## config.mk

```make
export PLATFORM = sky130hd
export DESIGN_NAME = chain_settle_monitor
export DESIGN_NICKNAME = d
export VERILOG_FILES = /design/src/rtl/chain_mon_pkg.sv /design/src/rtl/chain_tap_compare.sv /design/src/rtl/chain_settle_monitor.sv
export SDC_FILE = /design/constraint.sdc
export NUM_CORES = 1
export LEC_CHECK = 0
export ABC_AREA = 1
export CAP_MARGIN = 40
export CORE_UTILIZATION = 51
export DETAILED_ROUTE_END_ITERATION = 16
export GPL_ROUTABILITY_DRIVEN = 0
export PLACE_DENSITY = 0.86
export SLEW_MARGIN = 20
export SYNTH_ARGS = -nofsm -noshare
export SYNTH_HDL_FRONTEND = slang
export SYNTH_HIERARCHICAL = 1
export SYNTH_SLANG_ARGS = --single-unit
```

## constraint.sdc

```tcl
create_clock -name clk -period 5.2 [get_ports clk]
set_clock_uncertainty 0.15 [all_clocks]
set_input_delay 1.56 -clock clk [delete_from_list [all_inputs] [get_ports clk]]
set_output_delay 1.56 -clock clk [all_outputs]
set_load 0.02 [all_outputs]
```

## src/rtl/chain_mon_pkg.sv

```systemverilog
// Shared types, defaults and helper functions for the chain settle monitor.
package chain_mon_pkg;

  localparam int DEF_STAGES  = 5;
  localparam int DEF_W       = 3;
  localparam int DEF_SEED    = 1;
  localparam int DEF_TIMEOUT = 15;

  localparam int         CNT_W   = 8;
  localparam logic [7:0] CNT_MAX = 8'hFF;

  typedef enum logic [1:0] {
    IDLE    = 2'd0,
    WATCH   = 2'd1,
    SETTLED = 2'd2,
    FAIL    = 2'd3
  } state_t;

  // Value tap i must hold once the chain has fully propagated; wraps mod 2^w.
  function automatic int expected_tap(input int seed, input int i, input int w);
    return (seed + i) % (1 << w);
  endfunction

  // Index of the lowest zero bit among the first n bits of vec (0 if none).
  function automatic int lowest_zero(input logic [31:0] vec, input int n);
    int idx;
    idx = 0;
    for (int k = n - 1; k >= 0; k--) begin
      if (!vec[k]) idx = k;
    end
    return idx;
  endfunction

endpackage

```

## src/rtl/chain_tap_compare.sv

```systemverilog
// Combinational comparison of each chain tap against its elaborated constant,
// plus the prefix-AND lock vector (tap i and every tap below it match).
module chain_tap_compare
  import chain_mon_pkg::*;
#(
  parameter int STAGES = DEF_STAGES,
  parameter int W      = DEF_W,
  parameter int SEED   = DEF_SEED
) (
  input  logic [STAGES*W-1:0] taps,
  output logic [STAGES-1:0]   match,
  output logic [STAGES-1:0]   lock
);

  for (genvar i = 0; i < STAGES; i++) begin : g_tap
    localparam logic [W-1:0] EXP = W'(expected_tap(SEED, i, W));
    assign match[i] = (taps[i*W +: W] == EXP);
  end

  // Running AND from tap 0 upward gives the lock prefix.
  always_comb begin
    logic run;
    run  = 1'b1;
    lock = '0;
    for (int i = 0; i < STAGES; i++) begin
      run     = run & match[i];
      lock[i] = run;
    end
  end

endmodule

```

## src/rtl/chain_settle_monitor.sv

```systemverilog
// Passive monitor: measures chain settle time after arm, flags out-of-order
// settling, then watches the settled chain for corruption.
module chain_settle_monitor
  import chain_mon_pkg::*;
#(
  parameter int STAGES  = DEF_STAGES,
  parameter int W       = DEF_W,
  parameter int SEED    = DEF_SEED,
  parameter int TIMEOUT = DEF_TIMEOUT,
  localparam int MS_W   = (STAGES > 1) ? $clog2(STAGES) : 1
) (
  input  logic                clk,
  input  logic                rst,
  input  logic                arm,
  input  logic [STAGES*W-1:0] taps,
  output logic                busy,
  output logic                settled,
  output logic                fail,
  output logic [CNT_W-1:0]    settle_cycles,
  output logic [MS_W-1:0]     mismatch_stage,
  output logic                order_viol
);

  logic [STAGES-1:0] match;
  logic [STAGES-1:0] lock;

  chain_tap_compare #(
    .STAGES (STAGES),
    .W      (W),
    .SEED   (SEED)
  ) u_cmp (
    .taps  (taps),
    .match (match),
    .lock  (lock)
  );

  state_t            state_q, state_d;
  logic [CNT_W-1:0]  cnt_q, cnt_d;
  logic [MS_W-1:0]   ms_q, ms_d;
  logic              ov_q, ov_d;

  logic [CNT_W-1:0]  cnt_inc;
  logic [MS_W-1:0]   first_bad;

  assign cnt_inc   = (cnt_q == CNT_MAX) ? cnt_q : cnt_q + 8'd1;
  assign first_bad = MS_W'(lowest_zero(32'(match), STAGES));

  // Next-state and field updates for the monitor FSM.
  always_comb begin
    // NOTE: every combinational output gets a default first so no latch is inferred.
    state_d = state_q;
    cnt_d   = cnt_q;
    ms_d    = ms_q;
    ov_d    = ov_q;
    case (state_q)
      IDLE: begin
        if (arm) begin
          state_d = WATCH;
          cnt_d   = '0;
          ms_d    = '0;
          ov_d    = 1'b0;
        end
      end
      WATCH: begin
        cnt_d = cnt_inc;
        if (|(match & ~lock)) ov_d = 1'b1;
        if (&match) begin
          state_d = SETTLED;
        end else if (cnt_inc >= 8'(TIMEOUT)) begin
          state_d = FAIL;
          ms_d    = first_bad;
        end
      end
      SETTLED: begin
        if (arm) begin
          state_d = WATCH;
          cnt_d   = '0;
          ms_d    = '0;
          ov_d    = 1'b0;
        end else if (!(&match)) begin
          state_d = FAIL;
          ms_d    = first_bad;
        end
      end
      FAIL: begin
        if (arm) begin
          state_d = WATCH;
          cnt_d   = '0;
          ms_d    = '0;
          ov_d    = 1'b0;
        end
      end
      default: state_d = IDLE;
    endcase
  end

  // State and field registers with synchronous reset taking priority.
  always_ff @(posedge clk) begin
    // NOTE: sequential state uses non-blocking assignments so all registers update together.
    if (rst) begin
      state_q <= IDLE;
      cnt_q   <= '0;
      ms_q    <= '0;
      ov_q    <= 1'b0;
    end else begin
      state_q <= state_d;
      cnt_q   <= cnt_d;
      ms_q    <= ms_d;
      ov_q    <= ov_d;
    end
  end

  // Status outputs decode directly from registered state; no input reaches them combinationally.
  assign busy           = (state_q == WATCH);
  assign settled        = (state_q == SETTLED);
  assign fail           = (state_q == FAIL);
  assign settle_cycles  = cnt_q;
  assign mismatch_stage = ms_q;
  assign order_viol     = ov_q;

endmodule

```

==> out/qor.yml <==
syn_area_mm2: 0.00114
viasPerCell: 5.21
cts_buffers: 3
worstPathRequired_ns: 3.49
fillers: 190
yosysMostFrequentCell: "nand2_1"
ant_nets: 0
p_leak_nw: 0.668
worst_ep_arrival_time_ns: 1.84
area_growth_syn_to_layout_pct: 32.9
synth_ff_type: "dfxtp_1"
wl_per_cell_um: 11.1
hold_path_class: "reg2reg"
cpMaxStageDelayCell: "clkdlybuf4s50_1"
grt_usage_pct: 24.0
setup_viol: 0
r2r_cells: 13
drt-total-wl_mm: 2.67
drv_slew: 0
synth-async-reset-ratio_pct: 0
drive_gt1_share_pct: 11.7
min_period_ns: 3.55
critPathBufInv: 1
peakVddDrop_mv: 0.297
r2r_slack_ns: 3.22
cts_setup_buffers: 0
coreArea_mm2: 0.00204
die_y_um: 49.3
pwr_density_cell_mw_per_mm2: 348
max-cap-violations: 0
hold_violations: 0
clock.fmax_ghz: 0.282
cts_tree: "built"
vias: 1256
die_w_um: 49.3
grt_pass1_wl_mm: 4.69
synth_largest_area_cell: "dfxtp_1"
n_antenna_cell: 0
synth_nets: 203
worstPathCellList: "ha_1 -> clkdlybuf4s50_1"
htreeDepth: 1
fin_setup_tns_ns: 0
port_buffers: 32
synth_area_per_cell_um2: 6.30
crit_fanout: 12
grt_max_degree: 13
hold_ws_ns: 0.371
antenna_found_initial: 0
seq_area_frac_synth_pct: 24.6
ys_ff_latch: 14
hold_buffers: 0
placed_area_mm2: 0.00148
cts_sinks: 14
fin_crit_sh_pct: 68.2
crit_cells: 2
io_pins: 33
post-place-ws_ns: 1.73
clock_latency_ns: 0.27
die-area_mm2: 0.00243
ys_top_cells_by_count: "nand2_1 (52), inv_1 (31), nor2_1 (18), dfxtp_1 (14), a21oi_1 (11)"
wl_met2_mm: 1.37
ctsResizeCount: 0
status: "finished clean"
grt_pass1_vias: 1144
dp_hpwl_mm: 2.21
cpPeakStageDelay_ns: 0.71
route.detailed.drc: 0
cp-end-kind: "output port"
syn_inst: 181
clock-root-buffer: "clkbuf_4"
floorplan.rows: 16
yosys_warnings: 6
drtPass1Iterations: 5
netlist.area_leader.share_pct: 24.6
stdcell_area_mm2: 0.00152
wl_met1_mm: 1.18
crit_family: "buffers and inverters"
crit_path_start_kind: "flop"
slew_headroom_pct: 67.9
nets: 237
initial_utilization_pct: 55.9
wl_met3_um: 99
clkTransAtPathRegs_ns: 0.09
drt_iter0_drc: 37
critical_path_class: "reg2out"
netlist-cell-type-count: 29
gr-total-overflow: 0
topRoutingLayerUsed: "met4"
tightest_slew_ns: 0.480
rsz0062_at_grt: "no"
clk_path_buf_depth: 2
setup_ws_ns: 1.65
synth_edf_count: 0
hold_depth: 4
ys_top_cells_by_area: "dfxtp_1 (25%), nand2_1 (17%), inv_1 (10%)"
-- power breakdown --
group          internal (W)  switching (W)  total (W)
logic              0.000122       0.000171   0.000292
clock network     0.0000425      0.0000364  0.0000789
registers          0.000133      0.0000234   0.000156
-- placed cells by master, fill, tap and decap left out, drive strengths merged --
cell | Yosys | routed
o31ai | 1 | 1
nand3b | 3 | 3
clkdlybuf4s50 | 0 | 32
o211ai | 1 | 1
nand2 | 55 | 55
ha | 4 | 4
nor3 | 2 | 2
inv | 33 | 33
clkbuf | 2 | 4
o22ai | 2 | 2
dfxtp | 14 | 14
clkinv | 1 | 1
nor2 | 25 | 25
a2111oi | 1 | 1
o21ai | 7 | 7
nand4 | 5 | 5
nand3 | 11 | 11
nor3b | 2 | 2
a21oi | 11 | 11
-- worst reg2reg max path: stages, from the launching register on --
cell,delay (ns)
dfxtp_1,0.43
ha_1,0.22
nand2_2,0.10
nor2_4,0.14
nand2_4,0.10
nand2_1,0.11
inv_1,0.04
nor2_1,0.11
nand2_1,0.10
nand3_2,0.12
nand3_2,0.11
nand2_1,0.09
inv_1,0.04
nor2_1,0.08
-- per-stage QoR --
stage	std cells	total power (W)	utilization [%]
after floorplan	181	0.000348	-
after global placement	237	0.000435	72.5
after detailed placement	237	0.000449	72.5
after CTS	241	0.000528	74.3
after global routing	241	0.000575	74.3
final	241	0.000528	74.3
-- layer usage --
| metal | GRT usage, % | vias to the layer above |
|---|---|---|
| met5 | 0 | - |
| met4 | 5.39 | 0 |
| met3 | 4.36 | 11 |
| met2 | 44.3 | 37 |
| met1 | 28.3 | 572 |
| li1 | - | 636 |
-- cells by family (layout without fill, tap and decap cells) --
family                   Yosys count  count (layout)  share of synthesized area, %
AO/OA/AOI/OAI                     23              23                          11.1
adder cells (fa/ha/maj)            4               4                          4.39
buffers and inverters             37              70                          12.6
flip-flops                        14              14                          24.6
AND/OR/NAND/NOR                  103             103                          47.4
-- final timing paths --
path	from	endpoint
max	state_q[0]	busy
min	mismatch_stage[0]	mismatch_stage[0]
max reg2reg	settle_cycles[0]	mismatch_stage[1]
min reg2reg	mismatch_stage[0]	mismatch_stage[0]
-- registers in the layout, summed over array words and instances, names as in the netlist --
signal	count
mismatch_stage	3
order_viol	1
settle_cycles	8
state_q	2
-- final cells by class --
class / count / area, um2 / share of cell area [%]
Clock buffer: 4 / 36.3 / 2.39
Inverter: 34 / 129 / 8.50
Multi-Input combinational cell: 130 / 717 / 47.3
Sequential cell: 14 / 280 / 18.5
Tap cell: 27 / 33.8 / 2.23
Timing Repair Buffer: 32 / 320 / 21.1
Note: power is estimated with default switching activity, not from simulation.
